==> config.mk <==
export PLATFORM = sky130hd
export DESIGN_NAME = sync_fifo_flags_flat
export DESIGN_NICKNAME = d
export VERILOG_FILES = /design/src/rtl/sync_fifo_flags_if.sv /design/src/rtl/sync_fifo_flags.sv /design/src/flat_wrapper.sv
export SDC_FILE = /design/constraint.sdc
export NUM_CORES = 1
export LEC_CHECK = 0
export CAP_MARGIN = 10
export CORE_AREA = 3 3 140 142
export CTS_CLUSTER_SIZE = 20
export DETAILED_ROUTE_END_ITERATION = 6
export DIE_AREA = 0 0 143 145
export GPL_TIMING_DRIVEN = 0
export PLACE_DENSITY_LB_ADDON = 0.05
export SYNTH_ARGS = -nofsm -noshare
export SYNTH_HDL_FRONTEND = slang
export SYNTH_SLANG_ARGS = --single-unit
==> constraint.sdc <==
create_clock -name i_clk -period 8.25 [get_ports i_clk]
set_input_delay 1.65 -clock i_clk [delete_from_list [all_inputs] [get_ports i_clk]]
set_output_delay 1.65 -clock i_clk [all_outputs]
set_load 0.03 [all_outputs]
==> src/rtl/sync_fifo_flags_if.sv <==
// Handshake and status bundle for sync_fifo_flags.
// The master side is the producer/consumer; the slave side is the FIFO itself.
interface sync_fifo_flags_if #(
    parameter int DATA_WIDTH = 8,
    parameter int DEPTH      = 16
);
    localparam int ADDR_WIDTH = $clog2(DEPTH);

    logic [DATA_WIDTH-1:0] i_wr_data;
    logic                  i_wr_en;
    logic                  i_rd_en;
    logic                  i_clr_err;
    logic [DATA_WIDTH-1:0] o_rd_data;
    logic                  o_rd_valid;
    logic                  o_Full_Flag;
    logic                  o_Empty_Flag;
    logic                  o_Almost_Full;
    logic                  o_Almost_Empty;
    logic [ADDR_WIDTH:0]   o_count;
    logic                  o_Overflow;
    logic                  o_Underflow;

    modport master (
        output i_wr_data, i_wr_en, i_rd_en, i_clr_err,
        input  o_rd_data, o_rd_valid, o_Full_Flag, o_Empty_Flag,
        input  o_Almost_Full, o_Almost_Empty, o_count,
        input  o_Overflow, o_Underflow
    );

    modport slave (
        input  i_wr_data, i_wr_en, i_rd_en, i_clr_err,
        output o_rd_data, o_rd_valid, o_Full_Flag, o_Empty_Flag,
        output o_Almost_Full, o_Almost_Empty, o_count,
        output o_Overflow, o_Underflow
    );
endinterface

==> src/rtl/sync_fifo_flags.sv <==
// Single-clock FIFO with fill count, almost-full/empty thresholds,
// optional first-word-fall-through and sticky overflow/underflow flags.
module sync_fifo_flags #(
    parameter int DATA_WIDTH = 8,
    parameter int DEPTH      = 16,
    parameter int AF_LEVEL   = DEPTH - 2,
    parameter int AE_LEVEL   = 2,
    parameter bit FWFT       = 1'b0
) (
    input logic              i_clk,
    input logic              i_RST,
    sync_fifo_flags_if.slave bus
);
    localparam int ADDR_WIDTH = $clog2(DEPTH);
    localparam logic [ADDR_WIDTH:0] ONE = {{ADDR_WIDTH{1'b0}}, 1'b1};

    logic [DATA_WIDTH-1:0] mem [DEPTH];

    logic [ADDR_WIDTH:0]   wr_ptr;
    logic [ADDR_WIDTH:0]   rd_ptr;
    logic [ADDR_WIDTH:0]   count;
    logic [ADDR_WIDTH:0]   count_nxt;
    logic                  full;
    logic                  empty;
    logic                  almost_full;
    logic                  almost_empty;
    logic                  overflow;
    logic                  underflow;
    logic                  rd_valid;
    logic [DATA_WIDTH-1:0] rd_data;
    logic [DATA_WIDTH-1:0] head;
    logic                  wr_ok;
    logic                  rd_ok;
    logic                  wr_rej;
    logic                  rd_rej;

    // A pop frees a slot in the same cycle, so a full FIFO still takes
    // a write when it is read at the same time.
    assign rd_ok  = bus.i_rd_en & ~empty;
    assign wr_ok  = bus.i_wr_en & (~full | rd_ok);
    assign wr_rej = bus.i_wr_en & ~wr_ok;
    assign rd_rej = bus.i_rd_en & ~rd_ok;

    // Next fill level; the flags are registered from this value.
    always_comb begin
        count_nxt = count;
        unique case ({wr_ok, rd_ok})
            2'b10:   count_nxt = count + ONE;
            2'b01:   count_nxt = count - ONE;
            default: count_nxt = count;
        endcase
    end

    // Storage array; deliberately left out of reset.
    always_ff @(posedge i_clk) begin
        if (wr_ok) begin
            mem[wr_ptr[ADDR_WIDTH-1:0]] <= bus.i_wr_data;
        end
    end

    // Pointers, count, flags, sticky errors and the registered read port.
    always_ff @(posedge i_clk or posedge i_RST) begin
        if (i_RST) begin
            wr_ptr       <= '0;
            rd_ptr       <= '0;
            count        <= '0;
            full         <= 1'b0;
            empty        <= 1'b1;
            almost_full  <= 1'b0;
            almost_empty <= 1'b1;
            overflow     <= 1'b0;
            underflow    <= 1'b0;
            rd_valid     <= 1'b0;
            rd_data      <= '0;
        end else begin
            if (wr_ok) begin
                wr_ptr <= wr_ptr + ONE;
            end
            if (rd_ok) begin
                rd_ptr  <= rd_ptr + ONE;
                rd_data <= mem[rd_ptr[ADDR_WIDTH-1:0]];
            end
            count        <= count_nxt;
            full         <= (int'(count_nxt) == DEPTH);
            empty        <= (count_nxt == '0);
            almost_full  <= (int'(count_nxt) >= AF_LEVEL);
            almost_empty <= (int'(count_nxt) <= AE_LEVEL);
            // A new error in the clearing cycle keeps the flag set.
            overflow     <= (overflow & ~bus.i_clr_err) | wr_rej;
            underflow    <= (underflow & ~bus.i_clr_err) | rd_rej;
            rd_valid     <= FWFT ? (count_nxt != '0) : rd_ok;
        end
    end

    // FWFT head word comes straight from the array, zero while empty.
    always_comb begin
        head = '0;
        if (!empty) begin
            head = mem[rd_ptr[ADDR_WIDTH-1:0]];
        end
    end

    assign bus.o_rd_data      = FWFT ? head : rd_data;
    assign bus.o_rd_valid     = rd_valid;
    assign bus.o_Full_Flag    = full;
    assign bus.o_Empty_Flag   = empty;
    assign bus.o_Almost_Full  = almost_full;
    assign bus.o_Almost_Empty = almost_empty;
    assign bus.o_count        = count;
    assign bus.o_Overflow     = overflow;
    assign bus.o_Underflow    = underflow;
endmodule

==> src/flat_wrapper.sv <==
// flat-port wrapper written by rule: the top's interface ports become plain ports
module sync_fifo_flags_flat 
#(
    parameter int DATA_WIDTH = 8,
    parameter int DEPTH      = 16,
    parameter int AF_LEVEL   = DEPTH - 2,
    parameter int AE_LEVEL   = 2,
    parameter bit FWFT       = 1'b0
)
  (i_clk, i_RST, bus_i_wr_data, bus_i_wr_en, bus_i_rd_en, bus_i_clr_err, bus_o_rd_data, bus_o_rd_valid, bus_o_Full_Flag, bus_o_Empty_Flag, bus_o_Almost_Full, bus_o_Almost_Empty, bus_o_count, bus_o_Overflow, bus_o_Underflow);
  sync_fifo_flags_if #(.DATA_WIDTH(DATA_WIDTH), .DEPTH(DEPTH)) bus_i ();
  input logic i_clk;
  input logic i_RST;
  input wire logic [$bits(bus_i.i_wr_data)-1:0] bus_i_wr_data;
  input wire logic [$bits(bus_i.i_wr_en)-1:0] bus_i_wr_en;
  input wire logic [$bits(bus_i.i_rd_en)-1:0] bus_i_rd_en;
  input wire logic [$bits(bus_i.i_clr_err)-1:0] bus_i_clr_err;
  output wire logic [$bits(bus_i.o_rd_data)-1:0] bus_o_rd_data;
  output wire logic [$bits(bus_i.o_rd_valid)-1:0] bus_o_rd_valid;
  output wire logic [$bits(bus_i.o_Full_Flag)-1:0] bus_o_Full_Flag;
  output wire logic [$bits(bus_i.o_Empty_Flag)-1:0] bus_o_Empty_Flag;
  output wire logic [$bits(bus_i.o_Almost_Full)-1:0] bus_o_Almost_Full;
  output wire logic [$bits(bus_i.o_Almost_Empty)-1:0] bus_o_Almost_Empty;
  output wire logic [$bits(bus_i.o_count)-1:0] bus_o_count;
  output wire logic [$bits(bus_i.o_Overflow)-1:0] bus_o_Overflow;
  output wire logic [$bits(bus_i.o_Underflow)-1:0] bus_o_Underflow;
  assign bus_i.i_wr_data = bus_i_wr_data;
  assign bus_i.i_wr_en = bus_i_wr_en;
  assign bus_i.i_rd_en = bus_i_rd_en;
  assign bus_i.i_clr_err = bus_i_clr_err;
  assign bus_o_rd_data = bus_i.o_rd_data;
  assign bus_o_rd_valid = bus_i.o_rd_valid;
  assign bus_o_Full_Flag = bus_i.o_Full_Flag;
  assign bus_o_Empty_Flag = bus_i.o_Empty_Flag;
  assign bus_o_Almost_Full = bus_i.o_Almost_Full;
  assign bus_o_Almost_Empty = bus_i.o_Almost_Empty;
  assign bus_o_count = bus_i.o_count;
  assign bus_o_Overflow = bus_i.o_Overflow;
  assign bus_o_Underflow = bus_i.o_Underflow;
  sync_fifo_flags #(.DATA_WIDTH(DATA_WIDTH), .DEPTH(DEPTH), .AF_LEVEL(AF_LEVEL), .AE_LEVEL(AE_LEVEL), .FWFT(FWFT)) u_core (.i_clk(i_clk), .i_RST(i_RST), .bus(bus_i));
endmodule
==> flow_metrics.tcl <==
set metrics [dict create \
    place_hpwl_mm 9.935 \
    maxCapViolCount 0 \
    synth_edf_count 128 \
    grt_pass1_wl_mm 22.86 \
    cts_sinks 156 \
    path_class "in -> reg" \
    top_usage_layer "met2" \
    slew_headroom_pct 50.07 \
    routed_wl_mm 14.92 \
    use_met3_pct 3.790 \
    post-cts-setup-buffers 0 \
    hold_violations 0 \
    globalRouteMet1Util_pct 21.38 \
    power.leakage_nw 2.680 \
    syn_avg_cell_area_um2 16.89 \
    cts_hold_buf 0 \
    path_clk_slew_ps 60 \
    synth_ff_type "edfxtp_1" \
    grtUsageMet2_pct 23.43 \
    fin_crit_ps 5109 \
    grt_max_degree 17 \
    place_congestion 0.7592 \
    cts_buffer_depth 2 \
    synth_cells 382 \
    die_h_um 145 \
    drt_iter0_markers 163 \
    slew_viol_final 0 \
    grt_overflow 0 \
    ant_nets 0 \
    first_global_vias 3621 \
    finalSetupTns_ps 0 \
    core_area_um2 18580 \
    path_cells "clkdlybuf4s50_1 -> nand2b_1 -> clkbuf_1 -> inv_1 -> clkbuf_1 -> ha_1 -> buf_2 -> xor2_1 -> ha_1 -> a211o_1 -> a31o_2 -> o211a_1 -> a2111oi_4" \
    synth_compound_area_share_pct 5.837 \
    ir_drop_uv 192.4 \
    nets 455 \
    clock_latency_ps 420 \
    fin_crit_sh_pct 61.92 \
    n_antenna_cell 0 \
    first_pass_iters 4 \
    die_x_um 143 \
    area_growth_pct 19.59 \
    synth_top_area_share_pct 59.57 \
    avgRoutedWirePerCell_um 21.91 \
    yosysSeqAreaShare_pct 70.47 \
    synthesis.area_um2 6452 \
    cts.htree.levels 4 \
    cp_slowest_cell "clkbuf_1" \
    port-buffer-count 32 \
    synthTopCellsByArea "edfxtp_1 (60%), dfrtp_1 (10%), mux2i_1 (5.9%)" \
    min_path_type "reg -> reg" \
    power_density_nw_per_um2 364.6 \
    ctsResizeCount 0 \
    ys.warnings.count 0 \
    track_usage_pct 15.18 \
    die_area_um2 20740 \
    worstRegToRegCells 12 \
    routed_via_density 5.103 \
    floorplan.initialDensity_pct 34.73 \
    synth_fa_ha_area_share_pct 1.551 \
    status "completed" \
    drive_gt1_share_pct 16.78 \
    synthMuxAreaShare_pct 12.35 \
    worstPathMaxFanout 12 \
    synth_top_family_by_area "multiplexers" \
    skew_ps 8.099 \
    drc_errors 0 \
    crit_path_start_kind "input port" \
    numCtsBuffers 17 \
    rsz0062_at_grt "false" \
    ios 33 \
    dpl-instance-area_um2 7093 \
    synth-simple-area-share_pct 6.477 \
    ys_seq_elements 156 \
    yosys.area_share.xor_xnor_pct 1.222 \
    setup_viol 0 \
    cts_root_buf "clkbuf_16" \
    fmaxAchievable_mhz 195.7 \
    max_stage_delay_ps 490 \
    syn_nets 403 \
    num_rows 50 \
    cp.required_ps 8570 \
    synth_cell_types 50 \
    antenna_found_initial 0 \
    cts_tree "built" \
    arrival_ps 5430 \
    synth-async-reset-ratio_pct 17.95 \
    hold_depth 2 \
    final_area_um2 7716 \
    place_inst 649 \
    synth_top_area_cell "edfxtp_1" \
    worstSetupEndpointType "flop" \
    tightest_slew_ps 748.2 \
    via_count 3475 \
    instances_no_fill 681 \
]
[synth_stat cells (5+ instances only)]
master	instances
a21oi_1	9
nand3_1	9
inv_1	9
dfrtp_1	26
edfxtp_1	128
a22oi_1	8
and2_1	12
nor2b_1	6
nor2_1	10
mux4_2	16
buf_2	12
mux2i_1	38
xnor2_1	8
nand2_1	17
mux2_2	5
ha_1	8
[per-stage QoR]
stage          hold WS, ps  util [%]  total power (W)  worst slack (ps)
2_1_floorplan        528.5         -         0.001704              3916
3_3_place_gp         516.7     38.03         0.002021              2715
3_5_place_dp         513.1     38.18         0.002029              2697
4_1_cts              526.8     41.53         0.002851              3142
5_1_grt              552.8     41.53         0.002963              2843
6_report             526.3     41.53         0.002813              3141
[power breakdown]
part           internal (W)  total (W)  switching (W)
clock network      0.000505   0.000814       0.000309
registers          0.000984    0.00105      0.0000703
logic              0.000392   0.000945       0.000554
[metal layers]
layer / share of wire [%] / vias up
met3: 4.0 / 16
li1: - / 1605
met2: 48 / 68
met1: 46 / 1786
met5: 0 / -
met4: 1.5 / 0
[sequential cells by signal, summed over array words and instances (netlist names)]
signal                     flops
u_core.bus.o_Almost_Empty      1
u_core.bus.o_Almost_Full       1
u_core.bus.o_Empty_Flag        1
u_core.bus.o_Full_Flag         1
u_core.bus.o_Overflow          1
u_core.bus.o_Underflow         1
u_core.bus.o_count             5
u_core.bus.o_rd_data           8
u_core.bus.o_rd_valid          1
u_core.mem                   128
u_core.rd_ptr                  4
u_core.wr_ptr                  4
[cell usage in the layout (no fill, tap or decap), types with 2 or more instances in the layout]
cell	n
edfxtp_1	128
mux2i_1	38
clkdlybuf4s50_1	32
dfrtp_1	26
nand2_1	17
clkbuf_16	17
mux4_2	16
buf_2	12
and2_1	12
nor2_1	10
inv_1	9
nand3_1	9
a21oi_1	9
a22oi_1	8
xnor2_1	8
ha_1	8
nor2b_1	6
mux2_2	5
clkinvlp_4	5
clkbuf_1	4
a32oi_1	4
nand4_1	4
and4_1	4
bufinv_16	4
o21ai_0	3
nand2b_1	2
buf_1	2
a41o_1	2
o22a_1	2
a211o_1	2
a211oi_1	2
o211a_1	2
a31o_2	2
nor3b_1	2
nor4b_1	2
nand4b_1	2
o311ai_0	2
clkinv_4	2
clkinv_2	2
dfstp_2	2
[worst paths after layout]
kind	start	endpoint	slack, ps
max reg2reg	u_core.bus.o_Empty_Flag	u_core.bus.o_Almost_Empty	4240
min in group asynchronous	i_RST	u_core.rd_ptr[0]	1660
min reg2reg	u_core.bus.o_rd_data[5]	u_core.bus.o_rd_data[5]	530
min	u_core.bus.o_rd_data[5]	u_core.bus.o_rd_data[5]	530
max in group asynchronous	i_RST	u_core.bus.o_Almost_Empty	5970
max	bus_i_rd_en	u_core.bus.o_Almost_Empty	3140
[cell type report]
type	instances	area [µm²]
multi-input combinational	197	1770
buffer	20	101.3
tap	234	292.8
clock inverter	15	197.7
fill	1664	10860
sequential	156	4547
clock buffer	17	425.4
timing repair buffer	33	347.8
inverter	9	33.78
[cell families after synthesis]
family / Yosys count
AOI/OAI and AO/OA: 46
xor gates and xnor gates: 9
adders and majority gates: 8
buffers and inverters: 29
DFF: 156
muxes: 59
and+or+nand+nor: 75
[worst max-delay path: cells and delay by family]
kind            cells  cell delay, ps
buf+inv             5            1770
compound gates      4            1180
fa+ha+maj           2             540
xor+xnor            1             170
simple gates        1             110
(Power assumes the default switching activity.)
==> RTL change 1, RTL diff (config.mk and constraints unchanged) <==
`DEPTH` is set to 16 in 3 places; all go to 8.
--- a/src/rtl/sync_fifo_flags_if.sv
+++ b/src/rtl/sync_fifo_flags_if.sv
@@ -3,5 +3,5 @@
 interface sync_fifo_flags_if #(
     parameter int DATA_WIDTH = 8,
-    parameter int DEPTH      = 16
+    parameter int DEPTH      = 8
 );
     localparam int ADDR_WIDTH = $clog2(DEPTH);
--- a/src/rtl/sync_fifo_flags.sv
+++ b/src/rtl/sync_fifo_flags.sv
@@ -3,5 +3,5 @@
 module sync_fifo_flags #(
     parameter int DATA_WIDTH = 8,
-    parameter int DEPTH      = 16,
+    parameter int DEPTH      = 8,
     parameter int AF_LEVEL   = DEPTH - 2,
     parameter int AE_LEVEL   = 2,
--- a/src/flat_wrapper.sv
+++ b/src/flat_wrapper.sv
@@ -3,5 +3,5 @@
 #(
     parameter int DATA_WIDTH = 8,
-    parameter int DEPTH      = 16,
+    parameter int DEPTH      = 8,
     parameter int AF_LEVEL   = DEPTH - 2,
     parameter int AE_LEVEL   = 2,
Ports: changed (resized bus_o_count); port bits go from 33 to 32. The function was not compared with the original's and may differ.
==> RTL change 1 against the original RTL <==
  * Area after synthesis shrank 43%
  * Global-route usage shrank 6.0 points
  * Sequential cell count shrank 67
  * Count of clock-buffer cells in the layout shrank 8
  * Setup slack gained 640 ps
  * Combinational power shrank 28%
  * Power shrank 37%
  * Utilization shrank 17 points
  * Routed wire length shrank 40%
  * Die area is the same
  * Design area shrank 40%
  * Final cell count shrank 25%
  * Sequential share of layout area shrank 4.1 points
==> RTL change 1: results (changes against the original RTL) <==
[setup_path]
cp.arrival_ps = 4720  ; was 5430 ps
r2r_slack_ps = 5030  ; was 4240 ps
cp-startpoint = bus_i_rd_en  ; unchanged
cp_max_fo = 7  ; was 12
r2r-start = u_core.bus.o_Empty_Flag  ; unchanged
r2r_cells = 11  ; was 12
reg2reg_to = u_core.bus.o_Full_Flag  ; was u_core.bus.o_Almost_Empty
criticalPathCategory = in -> reg  ; unchanged

[yosys]
synthTopCellsByCount = 64 x edfxtp_1, 23 x dfrtp_1, 18 x nand2_1  ; was 128 x edfxtp_1, 38 x mux2i_1, 26 x dfrtp_1
synth.area.top_cells = edfxtp_1 52%, dfrtp_1 16%, mux4_2 9.8%, mux2i_1 2.5%, nand2_1 1.8%  ; was edfxtp_1 60%, dfrtp_1 10%, mux2i_1 5.9%, mux4_2 5.6%, ha_1 1.6%
synth.distinct_cells = 41  ; was 50
yosysWarnings = 0  ; unchanged
yosysSeqAreaShare_pct = 69.6  ; was 70.5%
synthArstFlopShare_pct = 28.1  ; was 17.9%
synth-edff-count = 64  ; was 128
synth_fp_nets = 241  ; was 403

[placement]
placed_area_sq_mm = 0.00434  ; was 0.00709 sq mm
post-place-ws_ps = 3400  ; was 2700 ps
gp_congestion = 0.675  ; was 0.759
port_buffers = 31  ; was 32
hpwl_um = 6080  ; was 9930 um

[sta]
skew_ps = 7.42  ; was 8.10 ps
report.final.slew_viol_count = 0  ; unchanged
fin_tns_setup_ps = 0  ; unchanged
worstMarginPinSlew_ps = 1110  ; was 748 ps
setup_ws_ps = 3780  ; was 3140 ps

[clock_network]
clk_pin_slew_ps = 60  ; about the same
cts_resized = 0  ; unchanged
htreeDepth = 3  ; was 4
cts_setup_buffers = 0  ; unchanged
clk_latency_ps = 340  ; was 420 ps
cts_root_buffer = clkbuf_16  ; unchanged
clockBufferDepth = 2  ; unchanged
cts_made_buffers = 9  ; was 17

[final_layout]
antennaDiodeCount = 0  ; unchanged
largest_reg_flops = 64  ; was 128
drive_gt1_share_pct = 18.6  ; was 16.8%
fillers = 1894  ; was 1664
final_nets = 287  ; was 455

[grt]
antenna_found_initial = 0  ; unchanged
grtUsageTotal_pct = 9.20  ; was 15.2%
grt_max_degree = 26  ; was 17
grt_pass1_vias = 2080  ; was 3621
grt_pass1_wl_um = 13600  ; was 22900 um

[routing]
avgRoutedWirePerCell_um = 17.8  ; was 21.9 um
dr.pass1.iters = 4  ; unchanged
initialDrtViolationCount = 118  ; was 163
vias_per_cell = 4.00  ; was 5.10

[pwr]
leakage_uw = 0.00165  ; was 0.00268 uW
vdd.ir_drop.worst_uv = 122  ; was 192 uV

[worst_hold_path]
min_path_type = reg -> reg  ; unchanged
min_path_cells = 2  ; unchanged

[outcome]
status = finished clean  ; unchanged

## RTL change 1: cell count changes in the layout (fill, tap and decap cells not counted), sizes merged, moves of 6 or more
cell	delta
nand3	-6
and2	-12
o21ai	+8
clkbuf	-10
a22oi	-8
edfxtp	-64
mux2i	-29
## RTL change 1: cell families (layout without fill, tap and decap cells)
group | after synthesis | in the layout | share of synthesized area, %
flops | 89 | 89 | 69.6
compound gates | 27 | 27 | 4.95
simple gates | 49 | 49 | 6.62
buf+inv | 19 | 70 | 2.56
mux | 27 | 27 | 12.9
xor+xnor | 7 | 7 | 1.67
fa+ha+maj | 5 | 5 | 1.71
## RTL change 1: metal layers
layer / up-vias / GRT usage (%) / routed length, um
li1: 944 / - / -
met4: 0 / 2.57 / 107
met1: 1025 / 12.2 / 4130
met3: 7 / 3.26 / 484
met5: - / 0 / 0
met2: 56 / 14.2 / 4300
## RTL change 1: layout make-up
class                      count  area, sq um  area share [%]
tap                          234          293            6.30
buffer                        10         60.1            1.29
clock buffer                   9          225            4.84
sequential                    89         2550            54.8
inverter                       9         33.8           0.727
clock inverter                 7         85.1            1.83
timing repair buffer          35          355            7.64
multi-input combinational    115         1050            22.5
## RTL change 1: worst min path at each step
stage                                 start                      end  slack (ps)
finish              u_core.bus.o_rd_data[7]  u_core.bus.o_rd_data[7]         490
global route        u_core.bus.o_rd_data[7]  u_core.bus.o_rd_data[7]         510
CTS                 u_core.bus.o_rd_data[2]  u_core.bus.o_rd_data[2]         490
detailed placement  u_core.bus.o_rd_data[2]  u_core.bus.o_rd_data[2]         480
global placement    u_core.bus.o_rd_data[6]  u_core.bus.o_rd_data[6]         470
floorplan                  u_core.wr_ptr[2]         u_core.wr_ptr[2]         520
## RTL change 1: worst max-delay path, stage by stage
cell and delay, ps:
clkdlybuf4s50_1 470, nand2b_1 90, a21boi_1 440, inv_1 260, ha_1 340, xor2_1 190, ha_1 180, a21oi_1 160
mux2i_1 230, xor2_1 330, inv_1 120, a211oi_2 240
## RTL change 1: per-stage QoR
step | cells | utilization [%] | power (uW)
after floorplan | 223 | - | 1100
after global placement | 488 | 23.0 | 1360
after detailed placement | 492 | 23.4 | 1360
after CTS | 508 | 25.0 | 1810
after global routing | 508 | 25.0 | 1880
final | 508 | 25.0 | 1770
## RTL change 1: where the power goes
| group | total, uW | internal (uW) | switching (uW) |
|---|---|---|---|
| Combinational | 681 | 291 | 390 |
| Sequential | 651 | 593 | 58.2 |
| Clock | 435 | 262 | 173 |
| Total | 1770 | 1150 | 621 |
==> RTL change 2, RTL diff (same settings) <==
Made on the original files. Make the reset (`i_RST`) synchronous in one clocked block.
--- a/src/rtl/sync_fifo_flags.sv
+++ b/src/rtl/sync_fifo_flags.sv
@@ -60,5 +60,5 @@
 
     // Pointers, count, flags, sticky errors and the registered read port.
-    always_ff @(posedge i_clk or posedge i_RST) begin
+    always_ff @(posedge i_clk) begin
         if (i_RST) begin
             wr_ptr       <= '0;
Function: differs if i_RST is asserted again (counterexample within 4 cycles, from zero or initial values and one cycle with i_RST high); with i_RST held inactive, the same outputs for 10 cycles.
==> RTL change 2 against the original RTL <==
  * Sequential cell count stayed put
  * Non-clock buffer count fell by 1
  * Sequential share of layout area up 0.65 points
  * Area after synthesis decreased by 3.6%
  * Utilization shrank 1.7 points
  * Design area shrank 4.2%
  * Final cell count decreased by 2.3%
  * Via count shrank 3.4%
  * Routed wire length decreased by 5.0%
  * Setup slack improved by 79 ps
  * Register-to-register slack improved by 260 ps
  * Maximum frequency grew 1.6%
  * Critical endpoint is now u_core.bus.o_Almost_Empty
Power is not compared: it rests on default switching activity, and its combinational part moved more than twofold at a synthesized area within 25%.
==> RTL change 2: results (changes against the original RTL) <==
[clock_network]
clockBufferDepth = 2  ; unchanged
cts_setup_buffers = 0  ; unchanged
cts_resized = 0  ; unchanged
htreeDepth = 4  ; unchanged
cts_root_buffer = clkbuf_16  ; unchanged
clk_pin_slew_ps = 60  ; about the same
clk_latency_ps = 420  ; about the same

[grt]
met1_usage_pct = 19.3  ; was 21.4%
grt_max_degree = 17  ; unchanged
grtUsageTotal_pct = 14.4  ; was 15.2%
grt_util_met3_pct = 4.15  ; was 3.79%
grt_pass1_wl_um = 21400  ; was 22900 um
grt_use_met2_pct = 22.5  ; was 23.4%
grt_pass1_vias = 3393  ; was 3621
antenna_found_initial = 0  ; unchanged

[worst_hold_path]
min_path_type = reg -> reg  ; unchanged

[setup_path]
cp_max_fo = 10  ; was 12
cp.arrival_ps = 5390  ; was 5430 ps

[yosys]
yosysWarnings = 0  ; unchanged
synth_fp_nets = 389  ; was 403
yosysSeqAreaShare_pct = 70.8  ; was 70.5%
synth.area.top_cells = edfxtp_1 62%, mux4_2 12%, dfxtp_1 9.0%, nor2_1 2.4%, a22oi_1 1.8%  ; was edfxtp_1 60%, dfrtp_1 10%, mux2i_1 5.9%, mux4_2 5.6%, ha_1 1.6%
synthTopCellsByCount = 128 x edfxtp_1, 39 x nor2_1, 33 x mux4_2  ; was 128 x edfxtp_1, 38 x mux2i_1, 26 x dfrtp_1
synth-edff-count = 128  ; unchanged
synth.distinct_cells = 44  ; was 50
synthArstFlopShare_pct = 0  ; was 17.9%

[routing]
wl_um = 14200  ; was 14900 um
initialDrtViolationCount = 203  ; was 163
vias_per_cell = 5.05  ; was 5.10

[final_layout]
fillers = 1685  ; was 1664
final_nets = 440  ; was 455
antennaDiodeCount = 0  ; unchanged
largest_reg_flops = 128  ; unchanged
drive_gt1_share_pct = 18.6  ; was 16.8%

[placement]
hpwl_um = 9250  ; was 9930 um
gp_congestion = 0.741  ; was 0.759
port_buffers = 32  ; unchanged

[pwr]
leakage_uw = 0.00241
vdd.ir_drop.worst_uv = 149

[outcome]
status = finished clean  ; unchanged

[sta]
slew_headroom_pct = 33.7  ; was 50.1%
fin_tns_setup_ps = 0  ; unchanged
skew_ps = 7.46  ; was 8.10 ps

[RTL change 2: cell types whose count changed after synthesis, moves of 7 or more]
cell      before  now
a21oi_1        9   19
a22oi_1        8   15
and2_1        12    2
buf_2         12    2
clkbuf_1       4   11
dfrtp_1       26    0
dfxtp_1        0   28
mux2i_1       38    3
mux4_2        16   33
nand3_1        9    0
nor2_1        10   39
[RTL change 2: logic make-up after synthesis]
group / count (synthesis) / share of synthesized area, %
xor+xnor: 10 / 1.41
fa+ha+maj: 9 / 1.81
buf+inv: 30 / 2.21
simple gates: 77 / 6.01
mux: 36 / 12.4
flops: 156 / 70.8
compound gates: 49 / 5.31
[RTL change 2: cell type report]
class	count	area share, %
sequential	156	59.6
inverter	10	0.508
clock buffer	17	5.75
buffer	20	1.35
timing repair buffer	32	4.33
multi-input combinational	181	23.0
clock inverter	15	1.54
tap	234	3.96
[RTL change 2: through the flow]
| step | total power, uW | setup slack [ps] | instances | instance area [sq um] | hold WS (ps) |
|---|---|---|---|---|---|
| floorplan | 1180 | 4010 | 367 | 6220 | 554 |
| global placement | 1320 | 2800 | 633 | 6830 | 444 |
| detailed placement | 1320 | 2670 | 633 | 6850 | 458 |
| CTS | 2030 | 3120 | 665 | 7390 | 467 |
| global route | 2100 | 2850 | 665 | 7390 | 504 |
| finish | 2000 | 3220 | 665 | 7390 | 462 |
[RTL change 2: routing by layer]
layer,up-vias,share of wire [%]
met4,0,2.0
met2,86,48
li1,1539,-
met3,18,4.6
met5,-,0
met1,1714,45
[RTL change 2: critical path, cell delays in order]
cell and delay (ps):
clkdlybuf4s50_1 420, nand2b_1 110, clkbuf_1 550, inv_1 320
ha_1 340, buf_2 200, xor2_1 170, ha_1 230
nor3_1 80, o2111a_1 270, nor4_2 460, mux2i_1 380
o311a_1 210
[RTL change 2: path summary, 6_finish.rpt]
kind / startpoint / end / slack (ps) / depth (start not counted)
worst max-delay path: bus_i_rd_en / u_core.bus.o_Almost_Empty / 3220 / 13
worst min register to register: u_core.bus.o_rd_data[7] / u_core.bus.o_rd_data[7] / 460 / 2
worst max register to register: u_core.bus.o_Empty_Flag / u_core.bus.o_Almost_Empty / 4500 / 12
worst min-delay path: u_core.bus.o_rd_data[7] / u_core.bus.o_rd_data[7] / 460 / 2
[RTL change 2: power by group]
part	internal [uW]	switching, uW	leakage, uW
combinational	164	215	0.000764
sequential	889	26.1	0.00139
clock	388	321	0.000260
